[config.mk]
export PLATFORM = sky130hd
export DESIGN_NAME = pc_fetch_gen
export DESIGN_NICKNAME = d
export VERILOG_FILES = /design/src/rtl/pc_fetch_gen.sv
export SDC_FILE = /design/constraint.sdc
export NUM_CORES = 1
export LEC_CHECK = 0
export CAP_MARGIN = 10
export CORE_MARGIN = 5
export CORE_UTILIZATION = 53
export CTS_CLUSTER_DIAMETER = 40
export DETAILED_ROUTE_END_ITERATION = 10
export PLACE_DENSITY = 0.8
export SKIP_LAST_GASP = 1
export SLEW_MARGIN = 0
export SYNTH_ARGS = -nofsm -noshare
export SYNTH_HDL_FRONTEND = slang
export SYNTH_SLANG_ARGS = --single-unit
[constraint.sdc]
create_clock -name clk -period 6.04 [get_ports clk]
set_clock_uncertainty 0.2 [all_clocks]
set_input_delay 1.208 -clock clk [delete_from_list [all_inputs] [get_ports clk]]
set_output_delay 1.208 -clock clk [all_outputs]
set_load 0.01 [all_outputs]
[src/rtl/pc_fetch_gen.sv]
`default_nettype none
// ============================================================================
// Module   : pc_fetch_gen
// Purpose  : PC generator and instruction-fetch front end. Issues sequential
//            fetch requests, pairs in-order memory responses with their PCs,
//            buffers results for decode and discards in-flight work on flush.
// Revision : 1.0 - initial release
// ============================================================================
module pc_fetch_gen #(
  parameter int                ADDR_W     = 32,
  parameter logic [ADDR_W-1:0] RESET_PC   = 'h8000_0000,
  parameter int                MAX_OUTST  = 2,
  parameter int                OBUF_DEPTH = 2
) (
  input  logic              clk,
  input  logic              rst,
  input  logic              flush_to_pipeline,
  input  logic [ADDR_W-1:0] flush_pc_to_pipeline,
  output logic              ifu_req_valid,
  output logic [ADDR_W-1:0] ifu_req_addr,
  input  logic              ifu_req_ready,
  input  logic              ifu_rsp_valid,
  input  logic [31:0]       ifu_rsp_data,
  input  logic              ifu_rsp_err,
  output logic              if_valid,
  output logic [ADDR_W-1:0] if_pc,
  output logic [31:0]       if_instr,
  output logic              if_err,
  input  logic              if_ready
);

  localparam logic [1:0] ST_IDLE = 2'd0;
  localparam logic [1:0] ST_RUN  = 2'd1;
  localparam logic [1:0] ST_HALT = 2'd2;

  localparam int IQ_AW = (MAX_OUTST  > 1) ? $clog2(MAX_OUTST)  : 1;
  localparam int OB_AW = (OBUF_DEPTH > 1) ? $clog2(OBUF_DEPTH) : 1;
  // One shared counter width, wide enough to hold live_cnt + ob_cnt without wrap
  localparam int CNT_W = $clog2(MAX_OUTST + OBUF_DEPTH + 1) + 1;

  localparam logic [IQ_AW-1:0] IQ_LAST = IQ_AW'(MAX_OUTST - 1);
  localparam logic [OB_AW-1:0] OB_LAST = OB_AW'(OBUF_DEPTH - 1);
  localparam logic [CNT_W-1:0] IQ_CAP  = CNT_W'(MAX_OUTST);
  localparam logic [CNT_W-1:0] OB_CAP  = CNT_W'(OBUF_DEPTH);
  localparam logic [ADDR_W-1:0] ALIGN_MASK = ~ADDR_W'(3);
  localparam logic [ADDR_W-1:0] PC_STEP    = ADDR_W'(4);

  logic [1:0]           state;
  logic [ADDR_W-1:0]    pc_r;

  // In-flight request queue: PC of each accepted request plus a kill flag
  logic [ADDR_W-1:0]    iq_pc [MAX_OUTST];
  logic [MAX_OUTST-1:0] iq_kill;
  logic [IQ_AW-1:0]     iq_head;
  logic [IQ_AW-1:0]     iq_tail;
  logic [CNT_W-1:0]     iq_cnt;
  // Entries in the in-flight queue that are not killed; they reserve buffer space
  logic [CNT_W-1:0]     live_cnt;

  // Output buffer toward decode
  logic [ADDR_W-1:0]    ob_pc   [OBUF_DEPTH];
  logic [31:0]          ob_data [OBUF_DEPTH];
  logic [OBUF_DEPTH-1:0] ob_err;
  logic [OB_AW-1:0]     ob_head;
  logic [OB_AW-1:0]     ob_tail;
  logic [CNT_W-1:0]     ob_cnt;

  logic req_fire;
  logic rsp_take;
  logic rsp_live;
  logic err_live;
  logic ob_pop;

  // A request is only offered when both the in-flight slots and the buffer
  // space for every live response are guaranteed, so responses never stall.
  assign ifu_req_valid = (state == ST_RUN) && !flush_to_pipeline &&
                         (iq_cnt < IQ_CAP) && ((live_cnt + ob_cnt) < OB_CAP);
  assign ifu_req_addr  = pc_r;
  assign req_fire      = ifu_req_valid && ifu_req_ready;

  // Responses with nothing outstanding (or before the first request) are dropped
  assign rsp_take = ifu_rsp_valid && (iq_cnt != '0) && (state != ST_IDLE);
  // A response arriving in the flush cycle belongs to the old stream
  assign rsp_live = rsp_take && !iq_kill[iq_head] && !flush_to_pipeline;
  assign err_live = rsp_live && ifu_rsp_err;

  assign if_valid = (ob_cnt != '0) && !flush_to_pipeline;
  assign ob_pop   = if_valid && if_ready;
  assign if_pc    = if_valid ? ob_pc[ob_head]   : '0;
  assign if_instr = if_valid ? ob_data[ob_head] : '0;
  assign if_err   = if_valid ? ob_err[ob_head]  : 1'b0;

  // Control state: one IDLE cycle after reset, RUN while fetching, HALT after a fault
  always_ff @(posedge clk) begin
    if (rst) begin
      state <= ST_IDLE;
    end else if (flush_to_pipeline) begin
      state <= ST_RUN;
    end else begin
      case (state)
        ST_IDLE: state <= ST_RUN;
        ST_RUN:  if (err_live) state <= ST_HALT;
        ST_HALT: state <= ST_HALT;
        default: state <= ST_IDLE;
      endcase
    end
  end

  // Fetch PC: redirect on flush (word aligned), otherwise advance on each accept
  always_ff @(posedge clk) begin
    if (rst) begin
      pc_r <= RESET_PC;
    end else if (flush_to_pipeline) begin
      pc_r <= flush_pc_to_pipeline & ALIGN_MASK;
    end else if (req_fire) begin
      pc_r <= pc_r + PC_STEP;
    end
  end

  // In-flight queue control; a flush or live fault kills everything still
  // outstanding, including a request accepted in the same cycle
  always_ff @(posedge clk) begin
    if (rst) begin
      iq_head  <= '0;
      iq_tail  <= '0;
      iq_cnt   <= '0;
      live_cnt <= '0;
      iq_kill  <= '0;
    end else begin
      if (req_fire) begin
        iq_kill[iq_tail] <= 1'b0;
        iq_tail          <= (iq_tail == IQ_LAST) ? '0 : iq_tail + 1'b1;
      end
      if (rsp_take) begin
        iq_head <= (iq_head == IQ_LAST) ? '0 : iq_head + 1'b1;
      end
      if (flush_to_pipeline || err_live) begin
        iq_kill <= '1;
      end
      iq_cnt <= iq_cnt + CNT_W'(req_fire) - CNT_W'(rsp_take);
      if (flush_to_pipeline || err_live) begin
        live_cnt <= '0;
      end else begin
        live_cnt <= live_cnt + CNT_W'(req_fire) - CNT_W'(rsp_live);
      end
    end
  end

  // In-flight PC storage (payload only, no reset needed)
  always_ff @(posedge clk) begin
    if (req_fire) begin
      iq_pc[iq_tail] <= pc_r;
    end
  end

  // Output buffer control; cleared by flush, simultaneous push/pop keeps count
  always_ff @(posedge clk) begin
    if (rst || flush_to_pipeline) begin
      ob_head <= '0;
      ob_tail <= '0;
      ob_cnt  <= '0;
    end else begin
      if (rsp_live) begin
        ob_tail <= (ob_tail == OB_LAST) ? '0 : ob_tail + 1'b1;
      end
      if (ob_pop) begin
        ob_head <= (ob_head == OB_LAST) ? '0 : ob_head + 1'b1;
      end
      ob_cnt <= ob_cnt + CNT_W'(rsp_live) - CNT_W'(ob_pop);
    end
  end

  // Output buffer payload: pair the response with the PC at the queue head
  always_ff @(posedge clk) begin
    if (rsp_live) begin
      ob_pc[ob_tail]   <= iq_pc[iq_head];
      ob_data[ob_tail] <= ifu_rsp_data;
      ob_err[ob_tail]  <= ifu_rsp_err;
    end
  end

  a_ob_no_overflow: assert property (@(posedge clk) disable iff (rst)
    !(rsp_live && !ob_pop && (ob_cnt == OB_CAP)));
  a_iq_no_overflow: assert property (@(posedge clk) disable iff (rst)
    !(req_fire && !rsp_take && (iq_cnt == IQ_CAP)));

endmodule
`default_nettype wire

==> results of run 1 <==
-- through the flow --
step	cells	setup slack [ns]	utilization [%]	hold slack [ns]
2_1_floorplan	757	0.815	-	0.250
3_3_place_gp	1125	1.23	63.8	0.262
3_5_place_dp	1125	1.16	63.8	0.269
4_1_cts	1186	1.15	70.0	0.276
5_1_grt	1186	0.954	70.0	0.323
6_report	1186	1.13	70.0	0.281
-- critical path, stage by stage --
cell and delay, ns:
clkdlybuf4s50_1 0.43, clkinv_1 0.05, buf_4 0.23, nand2_2 0.48, buf_12 0.37, nor2_1 0.14
clkdlybuf4s50_1 0.55
-- report_power, final --
part / switching (W) / leakage [nW] / internal [W]
clock network: 0.000704 / 0.557 / 0.00130
logic: 0.000215 / 1.72 / 0.000206
registers: 0.0000533 / 2.11 / 0.00185
-- kinds of logic after synthesis --
group | after synthesis
buf+inv | 68
simple gates | 217
mux | 95
compound gates | 96
xor+xnor | 15
fa+ha+maj | 24
flops | 238
other cells | 1
-- path summary, 6_finish.rpt --
check	to	cells after the start
max	if_instr[4]	7
min	iq_kill[0]$_SDFFE_PP0P_	2
max reg2reg	iq_cnt[2]$_SDFF_PP0_	13
min reg2reg	iq_kill[0]$_SDFFE_PP0P_	2
-- layout by cell type (no fill, tap or decap), types with 8 or more instances in the layout --
cell,instances
o22ai_1,9
mux2i_1,64
nand2_1,44
dfxtp_1,51
a31oi_1,13
mux2_2,31
and3_1,8
a21oi_1,26
edfxtp_1,186
ha_1,20
clkbuf_16,35
clkdlybuf4s50_1,163
nand3_1,16
inv_1,26
nor2_1,95
buf_4,9
nand4_1,11
xnor2_1,9
-- metal layers --
metal  track usage [%]  vias to the layer above  wire length (um)
li1                  -                     3155                 -
met1              25.9                     3185              9250
met2              34.8                      262             11100
met3              4.81                       37              1660
met4              7.11                        0               557
met5                 0                        -                 0
-- state kept, by name, indices dropped and copies added (netlist names), 2 cells and up, named ones only --
signal	flops
ob_cnt	4
ifu_req_addr	30
ob_err	2
iq_cnt	4
state	2
iq_kill	2
ob_pc	60
ob_data	64
iq_pc	60
live_cnt	4
-- area by class of cell --
class	count	area share [%]
repair buffers	174	13.2
well taps	234	2.23
clock buffers	43	6.97
clock inverters	18	1.93
flip-flops and latches	238	50.5
multi-input cells	451	24.4
inverters	28	0.800
==> results.txt, run 1 <==
Grt total ovfl - 0
Chip width - 148 um
First-pass GRT wire length - 35600 um
Seq/Total Area, Yosys - 65.5%
Ranking of synthesized cells by area - edfxtp_1 55%, dfxtp_1 10%, mux2i_1 6.3%, nor2_1 3.6%, mux2_2 3.5%
Clock Pin Slew Worst Setup and Hold Paths - 0.05 ns
Status - finished clean
R2r setup slk - 2.50 ns
Post-synth EDFFs - 186
Total Power - 0.00433 W
Num Clock Sinks - 238
Inserted Diodes - 0
Drt pass-1 iters - 5
Root cell of the clock tree - clkbuf_16
Commonest cells in the netlist - 186 x edfxtp_1, 98 x nor2_1, 64 x mux2i_1
Vias in the first global route - 6752
Final setup violation count - 0
Final ANT Viol Nets - 0
Relative slew slack - 33.1%
Static leakage power - 4.39 nW
Synth Area in Adders - 3.27%
Synth Area in Simple Gates - 10.3%
Fraction of layout cells with a size suffix above 1 - 11.8%
IO Port Bufs - 163
WS Path Type - in -> out
Initial antenna violation count - 0
Hold WC Path Type - reg -> reg
Worst-path maximum fanout - 33
Via density - 5.60
Synth-to-Final Area Change - 29.9%
HP Start - iq_kill[0]$_SDFFE_PP0P_
Placed Area - 12000 um2
All-layer global routing usage - 20.5%
Setup TNS - 0 ns
Avg Inst Size Synth - 13.4 um2
Starting Density - 53.9%
Row count - 50
CP Launch Point - flush_to_pipeline
DR iter-0 viols - 340
Synth Area in XOR/XNOR - 1.30%
Clock buffer depth - 3
Post-Syn Area - 10100 um2
Max Clock Freq - 0.204 GHz
Data arrival, critical path - 3.50 ns
Area of the multi-input gates - 3200 um2
Synth cell types - 64
Die Span Y - 148 um
# IOs - 170
Final GP Congestion - 0.797
Final hold viol count - 0
Yosys top cell area share - 55.2%
Maximum VDD drop - 0.312 mV
Async set or reset register ratio after synthesis - 0%
Register Area - 6630 um2
H-tree lvl count - 2
Synthesis Warnings - 0
Hold-fix buffers at CTS - 0
Synth Area in Compound Gates - 6.62%
Routed WL - 22600 um
Crit path time final - 4.91 ns
Final period util - 81.3%
CTS tree - built
PwrDens - 330 nW/um2
DP Wirelength - 14400 um
Post-route cell area - 13100 um2
Final net count - 1022
CTS buffer count - 34
Yosys reg bits - 238
Post-CTS Resized - 0
Largest family of logic cells by synthesized area - simple AND/OR/NAND/NOR gates
Core ar. - 18800 um2
Drt wl/cell - 19.0 um
WP data required - 4.63 ns
Postcts setup bufs - 0
Startpoint types - input port
Worst-Margin Slew - 0.998 ns
Top-count cell post-synth - edfxtp_1
Mapped Cells - 754
Final Max Tran Viols - 0
Mux cell area share after synthesis - 9.79%
Ys flop type - edfxtp_1
R2r startpoint - ob_cnt[1]$_SDFF_PP0_
RSZ-0062 raised after global routing - no
Largest net degree at the start of global routing - 64
DR vias - 6639
CP endpoint kind - output port
Post-route DRC - 0
Max Cap Violations - 0
Die area - 21900 um2
Clock Latency Late Sink - 0.49 ns
Fill cells - 1308
Top cell type by total area after synthesis - edfxtp_1
Note: power is estimated with default switching activity, not from simulation.
==> inputs of run 2 (changes only) <==
--- a/config.mk
+++ b/config.mk
@@ -7,10 +7,10 @@
 export LEC_CHECK = 0
 export CAP_MARGIN = 10
 export CORE_MARGIN = 5
-export CORE_UTILIZATION = 53
+export CORE_UTILIZATION = 48
 export CTS_CLUSTER_DIAMETER = 40
 export DETAILED_ROUTE_END_ITERATION = 10
-export PLACE_DENSITY = 0.8
+export PLACE_DENSITY = 0.76
 export SKIP_LAST_GASP = 1
 export SLEW_MARGIN = 0
 export SYNTH_ARGS = -nofsm -noshare
==> constraint.sdc (replaced) <==
create_clock -name clk -period 4.09 [get_ports clk]
set_clock_uncertainty 0.2 [all_clocks]
set_input_delay 0.818 -clock clk [delete_from_list [all_inputs] [get_ports clk]]
set_output_delay 0.818 -clock clk [all_outputs]
set_load 0.01 [all_outputs]
==> run 2 against run 1 <==
Compared with the run above:
- wire length decreased by 0.95%
- non-clock buffer count increased by 10
- global-route usage decreased by 2.2 points
- core utilization decreased by 7.3 points
- flip-flop and latch count unchanged
- final area decreased by 0.35%
- register-to-register slack got worse by 1.7 ns
- hold slack improved by 0.012 ns
- sequential power increased by 47%
- clock power increased by 26%
- critical endpoint is now ifu_req_valid
- largest cell class unchanged
- largest power group is now sequential cells
==> results.txt, run 2 (synthesis results as in run 1) <==
Status - finished clean
Chip width - 155 um
DR iter-0 viols - 420
Row count - 53
Most common cell after layout, fill and taps aside - edfxtp_1
# IOs - 170
Fill cells - 1625
Inserted Diodes - 0
H-tree lvl count - 1
CTS tree - built
Register Area - 6630 um2
Largest net degree at the start of global routing - 63
Final period util - 91.6%
CP cell instances - inv_1, fa_1, and4b_1, nand3_1, a21oi_1, clkdlybuf4s50_1
Starting Density - 48.4%
DR vias - 6590
Setup TNS - 0 ns
RSZ-0062 raised after global routing - no
Place WS - 0.475 ns
Num Clock Sinks - 238
WP data required - 3.07 ns
PwrDens - 454 nW/um2
Initial antenna violation count - 0
Final setup violation count - 0
Met3 routed WL - 1570 um
Crit path max-delay cell type - clkdlybuf4s50_1
Clock Latency Late Sink - 0.53 ns
Vias in the first global route - 6439
Startpoint types - flip-flop
CP top delay family - buffers and inverters
Grt total ovfl - 0
Final Max Tran Viols - 0
First-pass GRT wire length - 35000 um
Worst-Margin Slew - 0.829 ns
Max Cap Violations - 0
Postcts setup bufs - 0
Max Clock Freq - 0.267 GHz
Maximum VDD drop - 0.285 mV
Synth-to-Final Area Change - 29.5%
Relative slew slack - 44.5%
Hold WC Path Type - reg -> reg
IO Port Bufs - 163
Fin worst setup slack - 0.343 ns
Static leakage power - 4.36 nW
WS Path Type - reg -> out
Max FFs per register - 64
Via density - 5.35
Fraction of layout cells with a size suffix above 1 - 12.2%
WP buf/inv - 2
Crit path time final - 3.75 ns
Data arrival, critical path - 2.73 ns
Final ANT Viol Nets - 0
All-layer global routing usage - 18.2%
Worst-path maximum fanout - 5
Area of the multi-input gates - 3200 um2
Core ar. - 20900 um2
Hold-fix buffers at CTS - 0
Register with the highest flop count - ob_data
Final hold viol count - 0
Drt wl/cell - 18.2 um
Highest Signal Layer - met4
Post-route DRC - 0
Die area - 24100 um2
CTS buffer count - 30
Clock Pin Slew Worst Setup and Hold Paths - 0.06 ns
Die Span Y - 155 um
Final net count - 1028
Commonest cells after routing, fill and taps aside - 186 x edfxtp_1, 163 x clkdlybuf4s50_1, 95 x nor2_1, 64 x mux2i_1, 51 x dfxtp_1
Clock buffer depth - 3
Routed WL - 22400 um
M1 WL - 9560 um
DP Wirelength - 14800 um
Drt pass-1 iters - 5
Top Registers - ob_data (64), iq_pc (60), ob_pc (60)
Met2 wire len - 10900 um
Largest stage delay on the critical path - 0.58 ns
Post-CTS Resized - 0
Root cell of the clock tree - clkbuf_16
Final GP Congestion - 0.856
CP endpoint kind - output port
[run 2: changes by cell type in the layout (fill, tap and decap cells not counted), sizes merged]
cell / change
buf: +10
clkinv: +4
inv: +3
clkbuf: -10
bufinv: -3
[run 2: path summary, 6_finish.rpt]
path | from | end | slack [ns] | depth (start not counted)
setup / recovery | ob_cnt[1]$_SDFF_PP0_ | ifu_req_valid | 0.34 | 6
hold / removal | iq_kill[1]$_SDFFE_PP0P_ | iq_kill[1]$_SDFFE_PP0P_ | 0.29 | 2
setup reg to reg | ob_cnt[1]$_SDFF_PP0_ | live_cnt[2]$_SDFF_PP0_ | 0.78 | 12
hold reg to reg | iq_kill[1]$_SDFFE_PP0P_ | iq_kill[1]$_SDFFE_PP0P_ | 0.29 | 2
[run 2: final cells by class]
cell class	instances	share of cell area [%]
clock buffers	33	5.98
clock inverters	22	1.54
inverters	28	0.803
multi-input cells	451	24.4
flip-flops and latches	238	50.6
well taps	275	2.63
repair buffers	184	14.0
[run 2: worst reg2reg max path: cells and delay by family, from the launching register on]
kind	cells	cell delay [ns]
xor gates and xnor gates	1	0.17
AOI/OAI and AO/OA	1	0.16
and+or+nand+nor	3	0.45
adders and majority gates	4	1.44
buffers and inverters	3	0.32
DFF	1	0.45
[run 2: per-layer routing]
| metal | global-route usage [%] | vias up |
|---|---|---|
| li1 | - | 3156 |
| met2 | 30.3 | 234 |
| met5 | 0 | - |
| met1 | 25.1 | 3172 |
| met4 | 4.33 | 0 |
| met3 | 3.34 | 28 |
[run 2: report_power, final]
part           internal, W  switching (W)  leakage [nW]  total (W)
Sequential         0.00273      0.0000728          2.11    0.00281
Clock              0.00153       0.000987         0.472    0.00251
Combinational     0.000310       0.000319          1.77   0.000629
Total              0.00457        0.00138          4.36    0.00595
[run 2: through the flow]
| stage | hold WS (ns) | cell area (um2) | std cells | util (%) | power, W |
|---|---|---|---|---|---|
| 6_report | 0.294 | 13100 | 1231 | 62.7 | 0.00595 |
| 5_1_grt | 0.349 | 13100 | 1231 | 62.7 | 0.00619 |
| 4_1_cts | 0.292 | 13100 | 1231 | 62.7 | 0.00602 |
| 3_5_place_dp | 0.285 | 12100 | 1176 | 58.0 | 0.00349 |
| 3_3_place_gp | 0.265 | 12100 | 1176 | 58.0 | 0.00347 |
| 2_1_floorplan | 0.250 | 10100 | 757 | - | 0.00322 |
==> inputs of run 3 (changes only) <==
--- a/config.mk
+++ b/config.mk
@@ -6,11 +6,14 @@
 export NUM_CORES = 1
 export LEC_CHECK = 0
 export CAP_MARGIN = 10
+export CELL_PAD_IN_SITES_DETAIL_PLACEMENT = 0
+export CELL_PAD_IN_SITES_GLOBAL_PLACEMENT = 1
 export CORE_MARGIN = 5
-export CORE_UTILIZATION = 48
+export CORE_UTILIZATION = 39
 export CTS_CLUSTER_DIAMETER = 40
 export DETAILED_ROUTE_END_ITERATION = 10
-export PLACE_DENSITY = 0.76
+export HOLD_SLACK_MARGIN = 0.15
+export PLACE_DENSITY_LB_ADDON = 0.1
 export SKIP_LAST_GASP = 1
 export SLEW_MARGIN = 0
 export SYNTH_ARGS = -nofsm -noshare
==> run 3 against run 2 <==
Compared with the run above:
- register-to-register slack better by 0.15 ns
- final area up 3.4%
- final cell count up 5.8%
- sequential share of layout area down 1.7 points
- core utilization down 10 points
- total power up 13%
- critical path depth unchanged
- largest cell class unchanged
- highest routed layer unchanged
==> results.txt, run 3 (synthesis results as in run 1) <==
Status - finished clean
Core ar. - 25800 um2
CP endpoint kind - output port
Startpoint types - flip-flop
R2r startpoint - ob_cnt[1]$_SDFF_PP0_
Switching Power - 0.00152 W
Data arrival, critical path - 2.68 ns
CP Launch Point - ob_cnt[1]$_SDFF_PP0_
Largest stage delay on the critical path - 0.58 ns
Post-layout util - 52.5%
Die area - 29200 um2
Grt total ovfl - 0
Final setup violation count - 0
Max Clock Freq - 0.271 GHz
Synth-to-Final Area Change - 33.9%
Final net count - 1035
CTS buffer count - 36
Initial antenna violation count - 0
CTS tree - built
IO Port Bufs - 163
R2r setup slk - 0.93 ns
Worst-Margin Slew - 0.662 ns
Clk network pwr share - 48.8%
Worst-path maximum fanout - 5
PwrDens - 497 nW/um2
CP cell instances - inv_1, fa_1, and4b_1, nand3_1, a21oi_1, clkdlybuf4s50_1
Hold depth - 2
Top Registers - ob_data (64), iq_pc (60), ob_pc (60)
Postcts setup bufs - 0
Most common cell after layout, fill and taps aside - edfxtp_1
Sw Share - 22.5%
All-layer global routing usage - 16.0%
Clock Pin Slew Worst Setup and Hold Paths - 0.05 ns
Sequential fraction of design power - 41.9%
Clock Latency Late Sink - 0.51 ns
Setup TNS - 0 ns
DR vias - 6587
DP Wirelength - 15900 um
Relative slew slack - 55.8%
Final ANT Viol Nets - 0
Row count - 59
Final hold viol count - 0
Hold WC Path Type - reg -> reg
H-tree lvl count - 2
Post-CTS Resized - 0
RSZ-0062 raised after global routing - no
Final GP Congestion - 0.805
Final period util - 90.3%
# IOs - 170
CP top delay family - buffers and inverters
Routed WL - 23700 um
Crit path to - ifu_req_valid
First-pass GRT wire length - 36500 um
Critical path depth - 6
Post-route DRC - 0
Starting Density - 39.2%
Via density - 5.06
Crit path time final - 3.69 ns
Chip width - 171 um
WP buf/inv - 2
Static leakage power - 4.52 nW
Num Clock Sinks - 238
WP data required - 3.07 ns
Critical R2R Capture - iq_cnt[2]$_SDFF_PP0_
WS Path Type - reg -> out
Register with the highest flop count - ob_data
DR iter-0 viols - 311
Hold_ws - 0.288 ns
Int Pwr - 0.00521 W
Fraction of layout cells with a size suffix above 1 - 13.6%
Drt pass-1 iters - 5
Die Span Y - 171 um
Max Cap Violations - 0
Max FFs per register - 64
Hold-fix buffers at CTS - 0
Largest net degree at the start of global routing - 65
Maximum VDD drop - 0.370 mV
Vias in the first global route - 6920
Total Power - 0.00673 W
Fill cells - 2168
Crit path max-delay cell type - clkdlybuf4s50_1
Drt wl/cell - 18.2 um
Logic pwr share - 9.3%
Root cell of the clock tree - clkbuf_16
Final Max Tran Viols - 0
Worst R2R Path Depth - 13
Commonest cells after routing, fill and taps aside - 186 x edfxtp_1, 163 x clkdlybuf4s50_1, 95 x nor2_1, 64 x mux2i_1, 51 x dfxtp_1
Clock buffer depth - 3
Inserted Diodes - 0
run 3: cell count changes in the layout (fill, tap and decap cells not counted), moves of 2 or more:
cell | before | now
clkinv_8 | 0 | 2
clkinvlp_4 | 4 | 8
inv_6 | 5 | 2
clkinv_1 | 5 | 2
clkbuf_16 | 31 | 38
bufinv_16 | 2 | 7
run 3: power by group through the flow:
| stage | combinational, W | sequential (W) | clock, W |
|---|---|---|---|
| 2_1_floorplan | 0.000375 | 0.00285 | 0 |
| 3_3_place_gp | 0.000610 | 0.00286 | 0 |
| 3_5_place_dp | 0.000628 | 0.00287 | 0 |
| 4_1_cts | 0.000633 | 0.00282 | 0.00335 |
| 5_1_grt | 0.000683 | 0.00283 | 0.00348 |
| 6_report | 0.000623 | 0.00282 | 0.00329 |
run 3: final cells by class:
| class | count | area, um2 | area share (%) |
|---|---|---|---|
| flip-flops and latches | 238 | 6630 | 49.0 |
| multi-input cells | 451 | 3200 | 23.6 |
| repair buffers | 185 | 1850 | 13.6 |
| clock buffers | 40 | 958 | 7.08 |
| well taps | 335 | 419 | 3.10 |
| clock inverters | 26 | 374 | 2.76 |
| inverters | 28 | 105 | 0.777 |
run 3: per-layer routing:
metal  global-route usage (%)  part of all wire (%)
met2                     28.0                    49
met5                        0                     0
met4                     5.03                   2.2
met1                     19.7                    43
met3                     3.51                   6.1
run 3: stage by stage:
step                      instance area, um2  std cells  worst slack [ns]
after floorplan                        10100        757             0.301
final                                  13500       1303             0.395
after CTS                              13500       1303             0.380
after global placement                 12200       1237             0.463
after detailed placement               12200       1237             0.400
after global routing                   13500       1303             0.266
run 3: worst min-delay path by stage:
stage,from,to,slack (ns)
finish,iq_kill[0]$_SDFFE_PP0P_,iq_kill[0]$_SDFFE_PP0P_,0.29
global route,iq_kill[0]$_SDFFE_PP0P_,iq_kill[0]$_SDFFE_PP0P_,0.32
CTS,iq_kill[0]$_SDFFE_PP0P_,iq_kill[0]$_SDFFE_PP0P_,0.29
detailed placement,iq_kill[0]$_SDFFE_PP0P_,iq_kill[0]$_SDFFE_PP0P_,0.28
global placement,iq_kill[1]$_SDFFE_PP0P_,iq_kill[1]$_SDFFE_PP0P_,0.27
floorplan,iq_kill[1]$_SDFFE_PP0P_,iq_kill[1]$_SDFFE_PP0P_,0.25
run 3: worst min-delay path, stage by stage (launching register included):
cell	delay, ns
dfxtp_1	0.30
o21ai_0	0.07
a21oi_1	0.07
